## config.mk

```make
export PLATFORM = sky130hd
export DESIGN_NAME = clk_div_monitor
export DESIGN_NICKNAME = d
export VERILOG_FILES = /design/src/rtl/clk_div_monitor.sv
export SDC_FILE = /design/constraint.sdc
export NUM_CORES = 1
export LEC_CHECK = 0
export ABC_AREA = 1
export CAP_MARGIN = 40
export CORE_ASPECT_RATIO = 0.5
export CORE_MARGIN = 5
export CORE_UTILIZATION = 38
export DETAILED_ROUTE_END_ITERATION = 16
export GPL_ROUTABILITY_DRIVEN = 0
export PLACE_DENSITY_LB_ADDON = 0.05
export RECOVER_POWER = 50
export SETUP_SLACK_MARGIN = 0.2
export SLEW_MARGIN = 15
export SYNTH_ARGS = -nofsm -noshare
export SYNTH_HDL_FRONTEND = slang
export SYNTH_SLANG_ARGS = --single-unit
export TNS_END_PERCENT = 100
```

## constraint.sdc

```tcl
create_clock -name clk32M768 -period 3.04 [get_ports clk32M768]
set_input_delay 0.608 -clock clk32M768 [delete_from_list [all_inputs] [get_ports clk32M768]]
set_output_delay 0.608 -clock clk32M768 [all_outputs]
set_load 0.005 [all_outputs]
```

## src/rtl/clk_div_monitor.sv

```systemverilog
// rtl/clk_div_monitor.sv - clock divider ratio monitor: edge sync, period measure, lock and fault
module clk_div_monitor #(
  parameter int SYNC_STAGES = 2,
  parameter int TOL         = 1,
  parameter int LOCK_CNT    = 4
) (
  input  logic        clk32M768,
  input  logic        rst_n,
  input  logic        clk_in,
  input  logic [3:0]  sel,
  input  logic        fault_clr,
  output logic        rise_pulse,
  output logic        fall_pulse,
  output logic [16:0] period,
  output logic        period_valid,
  output logic        locked,
  output logic        fault
);

  typedef enum logic {IDLE, MEAS} state_e;

  localparam logic signed [17:0] TOL_S  = 18'(TOL);
  localparam logic [3:0]         LOCK_V = 4'(LOCK_CNT);

  logic [1:0]             rst_sync_q;
  logic                   rst_ok;
  logic [SYNC_STAGES-1:0] sync_q, sync_d;
  logic                   hist_q, hist_d;
  logic                   rise_q, rise_d;
  logic                   fall_q, fall_d;
  logic [3:0]             sel_c, sel_q, sel_d;
  logic                   sel_chg;
  state_e                 state_q, state_d;
  logic [16:0]            cnt_q, cnt_d;
  logic [16:0]            period_q, period_d;
  logic [16:0]            exp_w, tmo_m1;
  logic                   pv_q, pv_d;
  logic [3:0]             good_q, good_d;
  logic                   locked_q, locked_d;
  logic                   fault_q, fault_d, fault_set;
  logic signed [17:0]     diff;
  logic                   in_tol;

  // Assertion is immediate; release reaches the rest of the logic two edges later.
  always_ff @(posedge clk32M768 or negedge rst_n) begin
    if (!rst_n) rst_sync_q <= 2'b00;
    else        rst_sync_q <= {rst_sync_q[0], 1'b1};
  end
  assign rst_ok = rst_sync_q[1];

  assign sel_c   = (sel > 4'd14) ? 4'd14 : sel;
  assign sel_chg = (sel_c != sel_q);
  assign exp_w   = 17'd1 << (sel_q + 4'd1);
  assign tmo_m1  = (exp_w << 1) - 17'd1;
  assign diff    = $signed({1'b0, cnt_q}) + 18'sd1 - $signed({1'b0, exp_w});
  assign in_tol  = (diff <= TOL_S) && (diff >= -TOL_S);

  always_comb begin
    sync_d    = {sync_q[SYNC_STAGES-2:0], clk_in};
    hist_d    = sync_q[SYNC_STAGES-1];
    rise_d    = sync_q[SYNC_STAGES-1] & ~hist_q;
    fall_d    = ~sync_q[SYNC_STAGES-1] & hist_q;
    sel_d     = sel_c;
    state_d   = state_q;
    cnt_d     = cnt_q + 17'd1;
    period_d  = period_q;
    pv_d      = 1'b0;
    good_d    = good_q;
    fault_set = 1'b0;

    // Ratio change outranks an edge arriving in the same cycle.
    if (sel_chg) begin
      state_d = IDLE;
      cnt_d   = '0;
      good_d  = '0;
    end else if (rise_q) begin
      state_d = MEAS;
      cnt_d   = '0;
      if (state_q == MEAS) begin
        period_d = cnt_q + 17'd1;
        pv_d     = 1'b1;
        if (in_tol) begin
          if (good_q != LOCK_V) good_d = good_q + 4'd1;
        end else begin
          good_d    = '0;
          fault_set = 1'b1;
        end
      end
    end else if (cnt_q >= tmo_m1) begin
      state_d   = IDLE;
      cnt_d     = '0;
      good_d    = '0;
      fault_set = 1'b1;
    end

    fault_d = fault_q;
    if (fault_clr) fault_d = 1'b0;
    if (fault_set) fault_d = 1'b1;
    locked_d = (good_d == LOCK_V);

    if (!rst_ok) begin
      sync_d   = '0;
      hist_d   = 1'b0;
      rise_d   = 1'b0;
      fall_d   = 1'b0;
      sel_d    = '0;
      state_d  = IDLE;
      cnt_d    = '0;
      period_d = '0;
      pv_d     = 1'b0;
      good_d   = '0;
      locked_d = 1'b0;
      fault_d  = 1'b0;
    end
  end

  always_ff @(posedge clk32M768 or negedge rst_n) begin
    if (!rst_n) begin
      sync_q   <= '0;
      hist_q   <= 1'b0;
      rise_q   <= 1'b0;
      fall_q   <= 1'b0;
      sel_q    <= '0;
      state_q  <= IDLE;
      cnt_q    <= '0;
      period_q <= '0;
      pv_q     <= 1'b0;
      good_q   <= '0;
      locked_q <= 1'b0;
      fault_q  <= 1'b0;
    end else begin
      sync_q   <= sync_d;
      hist_q   <= hist_d;
      rise_q   <= rise_d;
      fall_q   <= fall_d;
      sel_q    <= sel_d;
      state_q  <= state_d;
      cnt_q    <= cnt_d;
      period_q <= period_d;
      pv_q     <= pv_d;
      good_q   <= good_d;
      locked_q <= locked_d;
      fault_q  <= fault_d;
    end
  end

  assign rise_pulse   = rise_q;
  assign fall_pulse   = fall_q;
  assign period       = period_q;
  assign period_valid = pv_q;
  assign locked       = locked_q;
  assign fault        = fault_q;

endmodule

```

==> impl_metrics.yaml <==
status:
  outcome: "finished with violations"
  failed_checks: "setup timing"
routing:
  drcViolationCount: 0
  drt-initial-drc-count: 207
  wl_mm: 13.7
  vias: 4614
  dr.pass1.iters: 5
  viasPerCell: 4.83
  routedWlPerCell_um: 14.4
  drtAntennaViolNets: 0
global_route:
  grt_max_degree: 54
  grt_overflow: 0
  grt_pass1_wl_mm: 22.7
  grt_pass1_vias: 4582
  antenna_found_initial: 0
  grt_usage: 0.190
power:
  seqPwrFrac: 0.400
  swShare: 0.305
  pwr-share-clk: 0.332
  p_int_mw: 1.25
  ir_worst_vdd_v: 0.000265
  powerDensity_nw_per_um2: 273
  p_leak_nw: 3.26
  combPwrFrac: 0.268
  p_sw_mw: 0.547
worst_setup_path:
  endpoint_kind: "flop"
  crit_path_end: "locked"
  crit_arrival_ns: 3.38
  crit_path_start_kind: "flop"
  r2r-end: "locked"
  r2r_cells: 23
  cp_max_fo: 4
  required_ns: 3.22
  rrSetupSlack_ns: -0.16
  critical_path_class: "flop to flop"
  cp-startpoint: "sel_q[1]"
  rr_startpoint: "sel_q[1]"
sta:
  worstMarginPinSlew_ns: 1.31
  slew_headroom: 0.125
  fmax_mhz: 313
  setup_violations: 15
  drv_slew: 0
  hold_viol: 0
  fin_crit_ns: 3.20
  period_share: 1.05
  rsz0062_at_grt: "true"
  skew_ns: 0.00470
  fin_ws_ns: -0.156
floorplanning:
  die_h_um: 88.2
  io_pins: 30
  die_width_um: 166
  initial_core_util: 0.391
  rows: 28
  core_area_um2: 11900
  die_area_um2: 14700
logic_synthesis:
  synth-seq-area-share: 0.286
  synth_area_leader_cell: "dfrtp_1"
  synth.most_common_cell: "nand2_1"
  synth-seq-cells: 53
  synth-async-reset-ratio: 1.00
  synth_top_flop_cell: "dfrtp_1"
  yosys_warnings: 0
  synth_area_um2: 4640
  ys_top_cells_by_area: "dfrtp_1 29%, nand2_1 16%, ha_1 14%"
  avgSynthCellArea_um2: 6.89
  synth_cell_type_count: 32
  synth_top_area_share: 0.286
  synth_commonest_cells: "201 x nand2_1, 89 x inv_1, 69 x nor2_1"
  synth_edf_count: 0
  synth_cells: 674
final_layout:
  regArea_um2: 1330
  stdcell_area_um2: 6570
  nFillCells: 1133
  post-route-util: 0.553
  area_delta_synth_final_pct: 41.6
  drive_gt1_frac: 0.305
  final_nets: 851
  multi_input_area_um2: 3490
  n_antenna_cell: 0
clock_network:
  clock_latency_ns: 0.29
  cts_buffers: 5
  htreeDepth: 2
  cts_tree: "built"
  clockBufferDepth: 2
  cts_root_buf: "clkbuf_16"
  clock_sinks: 53
  clkSlewWorstSetupHoldPaths_ns: 0.07
place:
  io_buffers: 29
  dp_hpwl_mm: 10.6
  placed_area_um2: 5710
job:
  cap_viol_max_count: 0
min_path:
  worstHoldPathType: "flop to flop"
## registers in the layout (all words and copies together), names as in the netlist, 2 cells and up
signal / cells
cnt_q: 17
sync_q: 2
rst_sync_q: 2
sel_q: 4
period: 17
good_q: 4
## stage by stage
stage / TNS (ns) / power, mW / setup WS [ns] / instances / hold WS, ns
after floorplan: 0 / 0.983 / 0.0278 / 675 / 0.312
after global placement: -1.64 / 1.13 / -0.234 / 936 / 0.333
after detailed placement: -2.33 / 1.13 / -0.298 / 936 / 0.340
after CTS: -1.89 / 1.76 / -0.185 / 952 / 0.357
after global routing: -5.31 / 1.90 / -0.321 / 956 / 0.373
final: -1.13 / 1.80 / -0.156 / 956 / 0.356
## cell families (layout without fill, tap and decap cells)
logic type      count (synthesis)  after routing  synth area share
simple gates                  385            385             0.377
flops                          53             53             0.286
fa+ha+maj                      53             53             0.144
buf+inv                       105            221            0.0857
other cells                     1              2          0.000808
compound gates                 51             51            0.0574
xor+xnor                       26             26            0.0491
## timing repair
| item | in CTS | in global routing |
|---|---|---|
| setup endpoints to repair | 24 | 24 |
| setup buffers | 6 | 4 |
| cloned | 2 | 0 |
| hold buffers | 0 | 0 |
| gates resized for setup | 29 | 99 |
| pin swaps | 10 | 39 |
## worst max-delay path, stage by stage, from the launching register on
cell	delay, ns
dfrtp_1	0.42
buf_4	0.16
nor2_1	0.12
inv_2	0.06
nor2_1	0.08
inv_1	0.06
nor2_1	0.12
inv_1	0.10
ha_4	0.29
ha_4	0.22
nand2_4	0.09
nor2_2	0.04
buf_4	0.13
nand3_2	0.10
buf_4	0.12
nand4_1	0.08
nand2_1	0.12
nand2_1	0.09
nor3_4	0.22
nand2_4	0.09
nand3_4	0.12
nand2_2	0.07
nor2_2	0.12
nor2_2	0.05
## cell type report
class	count	share of cell area
Sequential cell	53	0.202
Inverter	97	0.0562
Multi-Input combinational cell	517	0.532
Clock buffer	6	0.0211
Timing Repair Buffer	116	0.155
Clock inverter	2	0.00267
Tap cell	165	0.0314
## power by group through the flow
stage / Combinational [mW] / Sequential (mW) / Clock, mW
after floorplan: 0.253 / 0.730 / 0
after CTS: 0.430 / 0.717 / 0.609
after global placement: 0.398 / 0.731 / 0
after detailed placement: 0.398 / 0.731 / 0
after global routing: 0.539 / 0.719 / 0.645
final: 0.481 / 0.718 / 0.596
## worst min-delay path by stage
stage	startpoint	end	slack, ns	depth (start not counted)
floorplan	rst_n	cnt_q[0]	0.31	0
global route	rst_sync_q[0]	rst_sync_q[1]	0.37	0
CTS	rst_sync_q[0]	rst_sync_q[1]	0.36	0
global placement	rst_sync_q[0]	rst_sync_q[1]	0.33	0
finish	rst_sync_q[0]	rst_sync_q[1]	0.36	0
detailed placement	rst_sync_q[0]	rst_sync_q[1]	0.34	0
## layer usage
layer,part of all wire,global-route usage
met3,0.033,0.0207
met1,0.53,0.281
met5,0,0
met2,0.43,0.314
met4,0.0060,0.0223
## placed cells by master, fill, tap and decap left out, drive strengths merged
| cell | Yosys | layout |
|---|---|---|
| o21ai | 26 | 26 |
| nor4 | 2 | 2 |
| dfrtp | 53 | 53 |
| clkbuf | 4 | 8 |
| nand3 | 68 | 68 |
| buf | 4 | 86 |
| xor2 | 20 | 20 |
| o21bai | 1 | 1 |
| a21oi | 22 | 22 |
| clkdlybuf4s50 | 0 | 28 |
| and2 | 2 | 2 |
| nor2 | 78 | 78 |
| fa | 1 | 1 |
| conb | 1 | 2 |
| xnor2 | 6 | 6 |
| nand2 | 209 | 209 |
| nand3b | 3 | 3 |
| inv | 97 | 98 |
| clkinv | 0 | 1 |
| o211ai | 1 | 1 |
| ha | 52 | 52 |
| nand4 | 12 | 12 |
| a21o | 1 | 1 |
| nor3 | 11 | 11 |
No activity file was read; power rests on OpenSTA's default activity.
==> patch (config.mk and constraints unchanged) <==
Set the parameter `SYNC_STAGES` to 4 (it was 2).
--- a/src/rtl/clk_div_monitor.sv
+++ b/src/rtl/clk_div_monitor.sv
@@ -2,3 +2,3 @@
 module clk_div_monitor #(
-  parameter int SYNC_STAGES = 2,
+  parameter int SYNC_STAGES = 4,
   parameter int TOL         = 1,
Formal check against the unedited RTL: not equivalent (Yosys sat finds a counterexample within 10 cycles, from zero or initial values and one cycle with rst_n low).
==> patch against the unedited design <==
Non-clock buffer count fell by 5. The flow still finishes with violations (setup timing). Largest cell class unchanged. Final area fell by 6.7%. Wire length is 8.3% lower. Combinational power fell by 12%. Area after synthesis decreased by 2.1%. Sequential cell count increased by 2. Highest routed layer unchanged. Total power is 1.9% lower. Setup slack worse by 0.084 ns.
==> patch: results (changes against the unedited design) <==
| Metric | Value |
|---|---|
| Initial drt markers | 198 (-4.3%) |
| Number of non-clock inverters | 101 (+4.1%) |
| Grt met1 use | 27.9% (-0.26 points) |
| Synth Instances | 653 (-3.1%) |
| #MultiIn Comb | 489 (-5.4%) |
| Finished Layout Cells | 929 (-2.8%) |
| Switching power | 529 uW (-3.4%) |
| Setup TNS | -1.13 ns (+0.00399 ns) |
| Clock-cell share | 2.49% (+0.11 points) |
| Post-synthesis register bit count | 55 (+3.8%) |
| GRT Util Overall | 18.7% (-0.36 points) |
| Ratio of cells with drive above 1 in the final layout | 25.1% (-5.3 points) |
| Nets | 824 (-3.2%) |
| Synth unique cells | 31 (-3.1%) |
| Met2 routed WL | 5250 microns (-12%) |
| Synth area leaders | dfrtp_1, nand2_1, ha_1, inv_1, nand3_1 |
| Met3 Use GR | 2.03% (-0.041 points) |
| Final non-clock buffer share | 14.9% (-0.60 points) |
| Drt via density | 4.71 (-2.4%) |
| Synth top cells by count | nand2_1, inv_1, nor2_1, nand3_1, dfrtp_1 |
| GR Layer Usage met2 | 29.5% (-1.9 points) |
| Largest net degree at the start of global routing | 56 (+3.7%) |
| First-pass GRT wire length | 21700 microns (-4.6%) |
| Slowest stage cell, crit path | dfrtp_2 |
| # clk buffers | 5 (-1) |
| LEAKAGE | 0.00314 uW (-3.6%) |
| Status | finished with violations |
| Placed insts | 910 (-2.8%) |
| Final worst slack | -0.240 ns (-0.0843 ns) |
| Layout fillers | 1193 (+5.3%) |
| DRT met1 WL | 6750 microns (-6.8%) |
| # setup viols final | 6 (-9) |
| Slew @ Worst Pin | 1.35 ns (+0.0373 ns) |
| Met3 Wirelength | 416 microns (-8.4%) |
| Crit path largest cell delay | 0.45 ns (+0.03 ns) |
| Failing checks | setup timing |
| Worst vdd ir | 0.000270 V (+1.8%) |
-- patch: cell types whose count changed after synthesis, sizes merged, moves of 2 or more --
cell	before	now
nor3	11	7
dfrtp	53	55
xor2	20	22
inv	97	101
nor2	78	80
nand2	209	183
nand3b	3	0
-- patch: cell families (layout without fill, tap and decap cells) --
logic type,after synthesis,after routing,share of synthesized area [%]
simple gates,356,356,34.6
buf+inv,110,220,9.30
flops,55,55,30.3
fa+ha+maj,53,53,14.8
compound gates,51,51,5.78
xor+xnor,27,27,5.20
other cells,1,2,0.0825
-- patch: per-stage QoR --
stage	power [uW]	utilization (%)	cell area (sq um)	hold slack [ns]
finish	1760	52.1	6130	0.351
global route	1860	52.1	6130	0.374
CTS	1770	51.1	6010	0.354
detailed placement	1130	47.5	5590	0.337
global placement	1130	47.5	5590	0.347
floorplan	990	-	4610	0.312
-- patch: power by group through the flow --
stage                     combinational (uW)  clock, uW  sequential, uW
after floorplan                          233          0             756
after global placement                   369          0             757
after detailed placement                 369          0             757
after CTS                                407        615             743
after global routing                     476        644             745
final                                    422        596             744
-- patch: what timing repair did --
action / in CTS / in global routing
pin swaps: 16 / 17
resized for setup: 43 / 27
setup buffers: 8 / 3
endpoints found under the setup margin: 24 / 24
gates cloned: 0 / 0
-- patch: worst paths after layout --
path	from	endpoint	cells after the start
worst max-delay path	sel_q[2]	locked	26
worst min-delay path	rst_sync_q[0]	rst_sync_q[1]	0
worst max register to register	sel_q[2]	locked	26
worst min register to register	rst_sync_q[0]	rst_sync_q[1]	0
max in group asynchronous	rst_n	sel_q[2]	2
min in group asynchronous	rst_n	state_q	2
